[config.mk]
export PLATFORM = sky130hd
export DESIGN_NAME = gray_counter
export DESIGN_NICKNAME = d
export VERILOG_FILES = /design/src/rtl/gray_pkg.sv /design/src/rtl/bin_to_gray.sv /design/src/rtl/gray_counter.sv
export SDC_FILE = /design/constraint.sdc
export NUM_CORES = 1
export LEC_CHECK = 0
export ABC_CLOCK_PERIOD_IN_PS = 2070
export CORE_MARGIN = 1.5
export CORE_UTILIZATION = 43
export CTS_BUF_LIST = sky130_fd_sc_hd__clkbuf_16
export DETAILED_ROUTE_END_ITERATION = 7
export PLACE_DENSITY = 0.81
export SYNTH_ARGS = -nofsm -noshare
export SYNTH_HDL_FRONTEND = slang
export SYNTH_SLANG_ARGS = --single-unit
[constraint.sdc]
create_clock -name clk -period 2.07 [get_ports clk]
set_input_delay 0.3105 -clock clk [delete_from_list [all_inputs] [get_ports clk]]
set_output_delay 0.3105 -clock clk [all_outputs]
set_load 0.05 [all_outputs]
[src/rtl/gray_pkg.sv]
// Shared Gray-code helpers and defaults for the gray_counter slice.
// Functions operate on MAX_WIDTH bits; callers zero-extend narrower values.
package gray_pkg;
  localparam int DEFAULT_WIDTH = 4;
  localparam int MAX_WIDTH     = 32;

  function automatic logic [MAX_WIDTH-1:0] bin2gray(input logic [MAX_WIDTH-1:0] bin);
    return bin ^ (bin >> 1);
  endfunction

  function automatic logic [MAX_WIDTH-1:0] gray2bin(input logic [MAX_WIDTH-1:0] gray);
    logic [MAX_WIDTH-1:0] bin;
    bin[MAX_WIDTH-1] = gray[MAX_WIDTH-1];
    for (int i = MAX_WIDTH - 2; i >= 0; i--) begin
      bin[i] = bin[i+1] ^ gray[i];
    end
    return bin;
  endfunction
endpackage

[src/rtl/bin_to_gray.sv]
// Combinational binary-to-Gray encoder; mirror of the gray_to_binary stage.
module bin_to_gray
  import gray_pkg::*;
#(
  parameter int WIDTH = DEFAULT_WIDTH
) (
  input  logic [WIDTH-1:0] bin,
  output logic [WIDTH-1:0] gray
);
  assign gray = bin ^ (bin >> 1);
endmodule

[src/rtl/gray_counter.sv]
// Up/down Gray counter with coherent binary count, parallel load and wrap pulse.
// Optional step checker (single-bit-change) enabled by defining GRAY_CNT_CHECK_EN.
module gray_counter
  import gray_pkg::*;
#(
  parameter int WIDTH = DEFAULT_WIDTH
) (
  input  logic             clk,
  input  logic             rst,
  input  logic             en,
  input  logic             up_dn,
  input  logic             load,
  input  logic [WIDTH-1:0] load_bin,
  output logic [WIDTH-1:0] G,
  output logic [WIDTH-1:0] B,
  output logic             wrap,
  output logic             err
);
  logic [WIDTH-1:0] b_step;
  logic [WIDTH-1:0] b_src;
  logic [WIDTH-1:0] g_src;
  logic             wrap_nxt;
  logic             step;

  always_comb begin
    b_step   = up_dn ? B + 1'b1 : B - 1'b1;
    wrap_nxt = up_dn ? (B == '1) : (B == '0);
    b_src    = load ? load_bin : b_step;
    step     = en && !load;
  end

  // Gray is always encoded from the value being registered, so G and B stay coherent
  bin_to_gray #(.WIDTH(WIDTH)) u_bin_to_gray (
    .bin  (b_src),
    .gray (g_src)
  );

  always_ff @(posedge clk) begin
    if (rst) begin
      B    <= '0;
      G    <= '0;
      wrap <= 1'b0;
    end else begin
      if (load || en) begin
        B <= b_src;
        G <= g_src;
      end
      wrap <= step && wrap_nxt;
    end
  end

`ifdef GRAY_CNT_CHECK_EN
  logic [WIDTH-1:0] g_prev;
  logic             chk_vld;

  // Compare one cycle later against the G captured before the step
  always_ff @(posedge clk) begin
    if (rst) begin
      g_prev  <= '0;
      chk_vld <= 1'b0;
      err     <= 1'b0;
    end else begin
      chk_vld <= step;
      if (step) g_prev <= G;
      if (chk_vld && ($countones(G ^ g_prev) != 1)) err <= 1'b1;
    end
  end
`else
  assign err = 1'b0;
`endif
endmodule

* Word level (Yosys, flattened, before mapping)
Index checks and enable logic that the tools add are counted.
Storage, ports and cells: input bits 9, output and inout port bits 10, bits in registers 9, logic and storage cells 15
Cells by class: reductions and logical operators 5, muxes and demuxes 3, bitwise gates (word level) 1, add/sub/neg operators 2, eq/ne operators 1
Operator list (count):
- 4-bit 2-to-1 mux | 2
- 4-bit by 1-bit adder with 4-bit output, second input constant | 1
- 4-bit == test, second input constant | 1
- 4-bit logical NOT | 1
- 4-bit by 1-bit subtractor with 4-bit output, second input constant | 1
- 4-bit by 3-bit XOR with 4-bit output | 1
- 1-bit logical AND | 2
- 1-bit logical NOT | 1
- 1-bit logical OR | 1
- 1-bit 2-to-1 mux | 1

* Longest topological paths before layout
Gate-level depths: netlist of the first run.
depth after elaboration 4, gate-level depth with buffers 7

* Cells and area by module
A second synthesis of the first run with hierarchy kept.
Second synthesis, totals: cells, all modules 68, area, all modules 575.6 sq um
By module, submodules not included:
- gray_counter | times used 1, area each 541.8 sq um, cells an instance 64, sequential area each 180.2 sq um
- bin_to_gray | times used 1, area each 33.8 sq um, cells an instance 4, sequential area each 0.0 sq um

* Worst setup path before layout of the first run
Ideal clock, no wire load.
kind register -> register, start register B[0], end register G[1], period minus slack after synthesis 2147 ps, arrival time 2044 ps, path buffers 1, stages on the path, launching flop included 7, setup slack -77 ps, setup time 103 ps, cell sequence dfxtp_1 clkbuf_2 inv_1 fa_1 nor2b_1 nor3_1 a2111oi_2
Between the ends: word-level cells in the longest chain between the ends 4, elaborated cells on any way between the ends 5, classes of those cells add/sub (2); mux (2); bitwise (1)
RTL lines:
- start: declaration | line gray_counter.sv:15 | output logic [WIDTH-1:0] B,
- start signal: assignment | line gray_counter.sv:45 | B <= b_src;
- 4-bit by 1-bit subtractor with 4-bit output or 4-bit by 1-bit adder with 4-bit output (tied branches) | line gray_counter.sv:26 | b_step = up_dn ? B + 1'b1 : B - 1'b1;
- 4-bit 2-to-1 mux (*) | line gray_counter.sv:26
- 4-bit 2-to-1 mux (*) | line gray_counter.sv:28 | b_src = load ? load_bin : b_step;
- 4-bit by 3-bit XOR with 4-bit output (*) | line bin_to_gray.sv:10 | assign gray = bin ^ (bin >> 1);
- end signal: assignment | line gray_counter.sv:46 | G <= g_src;
- end: declaration | line gray_counter.sv:14 | output logic [WIDTH-1:0] G,
Every way passes the cells marked *; elsewhere a longest branch is shown, timed or not. A chain may end at the register's enable or synchronous reset.

* Worst setup path in the final report of the first run
start input port up_dn, end register G[1]
Between the ends: word-level cells in the longest chain between the ends 3
RTL lines:
- start: declaration | line gray_counter.sv:11 | input logic up_dn,
- 4-bit 2-to-1 mux | line gray_counter.sv:26
- 4-bit 2-to-1 mux | line gray_counter.sv:28
- 4-bit by 3-bit XOR with 4-bit output | line bin_to_gray.sv:10
Every way passes these cells.

==> results of run 1 <==
==> layout by cell type, fill, tap and decap left out, drive strengths merged <==
master and count:
mux2i 1, conb 1, and4b 1, nor2b 2, nor3 4, nand3 1
ha 2, fa 1, xnor2 3, a211oi 3, xor2 2, buf 3
o21ai 3, nor4 1, nor2 12, dfxtp 8, a21oi 6, nand4 1
clkdlybuf4s50 17, or2 2, inv 3, nand2b 1, a2111oi 1, clkbuf 3
nand2 3, a211o 1
==> metal layers <==
layer / GRT usage, % / vias to the layer above
met4: 10.34 / 0
met1: 27.15 / 229
met5: 0 / -
met2: 34.17 / 22
met3: 10.40 / 2
li1: - / 268
==> power by group <==
group          internal, µW  leakage [µW]  switching (µW)
logic                  88.9      0.000211             125
registers               170     0.0000666            15.6
clock network           249     0.0000370            79.1
total                   508      0.000315             220
==> worst max-delay path, stage by stage <==
cell and delay, ns:
clkdlybuf4s50_1 0.51, inv_1 0.10, ha_1 0.33, xor2_1 0.17, o21ai_2 0.23, nor2_1 0.10, a2111oi_2 0.28
==> final cells by class <==
cell class	count	area share [%]
Multi-Input combinational cell	52	42.99
Timing Repair Buffer	20	23.99
Sequential cell	8	20.09
Clock buffer	3	9.346
Tap cell	14	2.181
Inverter	3	1.402
==> worst paths after layout <==
kind              cells past startpoint   from   end  slack (ns)
setup / recovery                      7  up_dn  G[1]        0.17
hold / removal                        2   G[1]  G[1]        0.54
setup reg to reg                      6   B[0]  G[1]        0.26
hold reg to reg                       2   G[1]  G[1]        0.54
==> stage by stage <==
step                      cell area (µm²)  std cells  power [µW]  worst slack [ns]
after floorplan                     560.5         69       335.9           0.05614
after global placement              728.2         97       397.0         -0.002020
after detailed placement            728.2         97       399.1          -0.05255
after CTS                           803.3        100       734.6            0.1603
after global routing                803.3        100       770.1           0.01955
final                               803.3        100       728.1            0.1693
==> synthesized netlist by cell type, drive strengths merged, types with 2 or more instances <==
cell	instances	share of area, %
ha	2	4.5
or2	2	2.2
inv	3	2.0
nand2	3	2.0
nor2	12	8.5
a211oi	3	4.9
nor2b	2	2.7
nor3	4	3.6
xor2	2	3.1
dfxtp	8	29
o21ai	3	3.4
xnor2	3	4.7
buf	5	6.7
a21oi	6	5.4
==> sequential cells by signal, summed over array words and instances, names as in the netlist <==
name,count
G,4
wrap,1
B,3
==> kinds of logic (layout without fill, tap and decap cells) <==
kind of cell | Yosys count | after routing | share of synthesized area [%]
compound gates | 14 | 14 | 17.90
other cells | 1 | 1 | 0.6705
flops | 8 | 8 | 28.63
buf+inv | 9 | 26 | 9.618
xor+xnor | 5 | 5 | 7.831
mux | 1 | 1 | 1.790
fa+ha+maj | 3 | 3 | 8.053
simple gates | 28 | 28 | 25.51
==> qor.txt, run 1 <==
CTS tree -> yes
IO Pins -> 19
via/cell ratio -> 5.210
Max Cap Viol -> 0
CP Capture Type -> flop
Worst-Skew Late Latency -> 0.23 ns
fin crit share -> 91.82%
worst slew pin tran -> 0.5017 ns
Die Width -> 39.07 µm
final RePlAce weighted congestion -> 0.7903
Min Hold Slack -> 0.5428 ns
Post-synth EDFFs -> 0
Mapped Cells -> 69
# rows -> 12
Cell variety after synth -> 32
drt first pass iters -> 4
first-iteration detailed-routing DRC count -> 9
H-tree Lvls -> 1
number of diodes -> 0
highest metal used -> met4
initial antenna violation count -> 0
core area -> 1156 µm²
met3 wire length -> 82 µm
Detailed Place HPWL -> 852.3 µm
hold_buf cts -> 0
fin. max-slew vios -> 0
FF+latch count, synth -> 8
Routed WL -> 1.219 mm
Synth Flop Type -> dfxtp_1
Num CTS Buffers -> 3
met2 routed WL -> 567 µm
layout cells sized above 1 -> 16.28%
fmax -> 526.1 MHz
M1 wire length -> 557 µm
setup_tns -> 0 ns
clock transition at the registers of the reported paths -> 0.04 ns
asr flop ratio synth -> 0%
antenna-violating nets left -> 0
Mapped Avg Cell Area -> 8.106 µm²
# fillers -> 100
largest fanout on the critical path -> 5
vias -> 521
Multi-input gate area -> 345.3 µm²
number of global-route vias before repair -> 485
grt ovf -> 0
RSZ-0062 raised after global routing -> no
leakage -> 0.0003147 µW
min-delay worst type -> reg -> reg
Power Dens Cells -> 906.4 nW/µm²
# resized after CTS -> 0
largest net degree at the start of global routing -> 11
Hold Vio Cnt, Final -> 0
GRT Overall Usage -> 22.74%
sequential fraction of the synthesis area -> 28.64%
mapped cell area -> 559.3 µm²
DRC errors left -> 0
die height -> 39.07 µm
CTS root buf -> clkbuf_16
clk sinks -> 8
setup bufs post-CTS -> 0
Final nets -> 100
Area Overhead vs Synth -> 43.62%
Setup Crit Path Kind -> in -> reg
post-DR wirelength/cell -> 12.19 µm
Storage cell area -> 161.4 µm²
first-pass GRT wire length -> 2.214 mm
Peak VDD IR -> 0.5999 mV
area of the die -> 1526 µm²
post-layout min period -> 1.901 ns
Layout Utilization -> 69.48%
outcome -> finished, final reports clean
number of I/O port buffers -> 17
Clock Tree Buf Depth -> 2
synth warn -> 0
synthesized net count -> 81
Initial Util -> 48.38%
Layout Skew -> 0.001803 ns
required time of the critical path -> 2.20 ns
Finish-stage setup viols -> 0
crit start category -> input pin
Max-slew headroom -> 66.45%
CP Data Arrival Time -> 2.03 ns
(Power assumes the default switching activity.)
==> run 2: changes to the inputs <==
--- a/config.mk
+++ b/config.mk
@@ -5,12 +5,14 @@
 export SDC_FILE = /design/constraint.sdc
 export NUM_CORES = 1
 export LEC_CHECK = 0
+export ABC_AREA = 1
 export ABC_CLOCK_PERIOD_IN_PS = 2070
-export CORE_MARGIN = 1.5
-export CORE_UTILIZATION = 43
+export CAP_MARGIN = 10
+export CORE_AREA = 2 2 39 41
 export CTS_BUF_LIST = sky130_fd_sc_hd__clkbuf_16
 export DETAILED_ROUTE_END_ITERATION = 7
-export PLACE_DENSITY = 0.81
+export DIE_AREA = 0 0 41 43
+export PLACE_DENSITY = 0.76
 export SYNTH_ARGS = -nofsm -noshare
 export SYNTH_HDL_FRONTEND = slang
 export SYNTH_SLANG_ARGS = --single-unit
==> qor.txt, run 2 <==
Post-synth EDFFs -> 0
CP max stage delay -> 0.55 ns
post-layout min period -> 1.820 ns
Power Dens Cells -> 925.6 nW/µm²
synthesized net count -> 93
clk sinks -> 8
met1 Use GR -> 17.65%
RR Endpoint -> G[1]
Clock Tree Buf Depth -> 2
DP Area -> 690.7 µm²
number of I/O port buffers -> 17
IO Pins -> 19
worst-case reg-to-reg path depth -> 8
CTS root buf -> clkbuf_16
Max Cap Viol -> 0
Area Overhead vs Synth -> 48.54%
setup slack at placement -> 0.03407 ns
Buf/Inv on CP -> 2
critical path startpoint -> up_dn
post-route setup slack -> 0.2496 ns
area share of the leading cell type in the synthesized netlist -> 31.07%
largest net degree at the start of global routing -> 10
Finish-stage setup viols -> 0
Initial Util -> 37.25%
via/cell ratio -> 4.991
commonest cells in the netlist -> nand2_1 (22), inv_1 (12), nor2_1 (10), dfxtp_1 (8), a21oi_1 (6)
required time of the critical path -> 2.19 ns
Num CTS Buffers -> 3
min-delay worst type -> reg -> reg
CP delay by family, top -> simple AND/OR/NAND/NOR gates
outcome -> finished, final reports clean
top cells by area, synth -> dfxtp_1 (31%), nand2_1 (16%), inv_1 (8.7%)
Final Cell Area -> 765.7 µm²
CP Capture Type -> flop
Multi-input gate area -> 287.8 µm²
Routed WL -> 1.208 mm
RSZ-0062 raised after global routing -> no
crit start category -> input pin
highest-count cells in the layout ignoring fill and taps -> nand2_1 (22), clkdlybuf4s50_1 (17), inv_1 (12)
met3 GRT Util -> 6.283%
Biggest register -> G
crit path cell chain -> clkdlybuf4s50_1, inv_1, ha_1, or2_1, nand2_1, nand2_1, nand3_1, nand2_2, nor2_1, nor2_1
largest fanout on the critical path -> 4
clock transition at the registers of the reported paths -> 0.03 ns
vias -> 574
setup_tns -> 0 ns
crit path to -> G[2]
Final nets -> 113
grt ovf -> 0
r2r setup slk -> 0.41 ns
GRT Overall Usage -> 15.94%
Detailed Place HPWL -> 905.3 µm
Cell variety after synth -> 20
Layout Skew -> 0.0006356 ns
first-iteration detailed-routing DRC count -> 14
Mapped Cells -> 81
CP Depth -> 10
area leader, netlist -> dfxtp_1
layout cells sized above 1 -> 7.071%
DRC errors left -> 0
initial antenna violation count -> 0
# rows -> 14
area of the die -> 1763 µm²
mapped cell area -> 515.5 µm²
launch point of the worst reg-to-reg path -> B[0]
leakage -> 0.0003748 µW
most common cell in the netlist -> nand2_1
Setup Crit Path Kind -> in -> reg
H-tree Lvls -> 1
FF+latch count, synth -> 8
critical path's slowest cell -> clkdlybuf4s50_1
Hold Vio Cnt, Final -> 0
# resized after CTS -> 0
sequential fraction of the synthesis area -> 31.07%
final RePlAce weighted congestion -> 0.7534
Mapped Avg Cell Area -> 6.364 µm²
asr flop ratio synth -> 0%
fin. max-slew vios -> 0
hold_buf cts -> 0
core area -> 1384 µm²
# fillers -> 130
drt first pass iters -> 4
max FFs per register -> 4
number of global-route vias before repair -> 481
antenna-violating nets left -> 0
die height -> 43 µm
CP Data Arrival Time -> 1.94 ns
Layout Utilization -> 55.33%
first-pass GRT wire length -> 1.869 mm
met2 Track Usage GR -> 25.00%
fmax -> 549.3 MHz
total power -> 708.8 µW
CTS tree -> yes
commonest non-fill, non-tap cell in the layout -> nand2_1
Most Used Layer, Global Route -> met2
setup bufs post-CTS -> 0
synth warn -> 0
Top Registers -> G: 4 flops, B: 3 flops, wrap: 1 flops
Synth Flop Type -> dfxtp_1
fin crit share -> 87.94%
Die Width -> 41 µm
Worst-Skew Late Latency -> 0.23 ns
Storage cell area -> 160.2 µm²
Peak VDD IR -> 0.4938 mV
number of diodes -> 0
post-DR wirelength/cell -> 10.50 µm
==> run 2: changes by cell type in the layout (fill, tap and decap cells not counted), sizes merged, moves of 3 or more <==
cell	delta
inv	+10
a211oi	-3
nor3	-4
xnor2	-3
nand3	+3
buf	-3
nand2	+20
==> run 2: cell families (layout without fill, tap and decap cells) <==
group           after synthesis  after routing  synth area share, %
buf+inv                      16             34                13.10
other cells                   1              1               0.7275
compound gates               12             12                12.13
simple gates                 41             41                34.23
fa+ha+maj                     3              3                8.737
flops                         8              8                31.07
==> run 2: area by class of cell <==
| class | count | area share [%] |
|---|---|---|
| clock buffers | 3 | 9.804 |
| flip-flops and latches | 8 | 20.92 |
| inverters | 14 | 6.863 |
| multi-input cells | 57 | 37.58 |
| well taps | 16 | 2.614 |
| repair buffers | 17 | 22.22 |
==> run 2: worst min-delay path by stage <==
stage / slack (ns) / cells after the start / startpoint / end
6_report: 0.49 / 2 / G[0] / G[0]
5_1_grt: 0.51 / 2 / G[0] / G[0]
4_1_cts: 0.49 / 2 / G[0] / G[0]
3_5_place_dp: 0.49 / 2 / G[0] / G[0]
3_3_place_gp: 0.48 / 2 / G[0] / G[0]
2_1_floorplan: 0.38 / 1 / rst / B[1]
==> run 2: report_power, final <==
part           switching [µW]  internal (µW)  total, µW
Combinational             131           74.0        205
Sequential               14.8            171        185
Clock                    70.2            248        319
==> run 2: worst reg2reg max path: stages, from the launching register on <==
cell,delay (ns)
dfxtp_1,0.39
inv_1,0.12
fa_1,0.47
nand2_1,0.07
o21ai_1,0.08
nor2_1,0.13
inv_1,0.08
o21ai_0,0.15
a21oi_1,0.06
==> run 2: metrics by stage <==
stage | hold WS [ns] | cells
after global placement | 0.4754 | 112
after global routing | 0.5101 | 115
after floorplan | 0.3796 | 81
after CTS | 0.4914 | 115
final | 0.4902 | 115
after detailed placement | 0.4878 | 112
==> run 2: layer usage <==
| layer | vias to the layer above | share of wire, % |
|---|---|---|
| met1 | 257 | 43 |
| met2 | 27 | 46 |
| li1 | 286 | - |
| met4 | 0 | 1.6 |
| met5 | - | 0 |
| met3 | 4 | 9.9 |
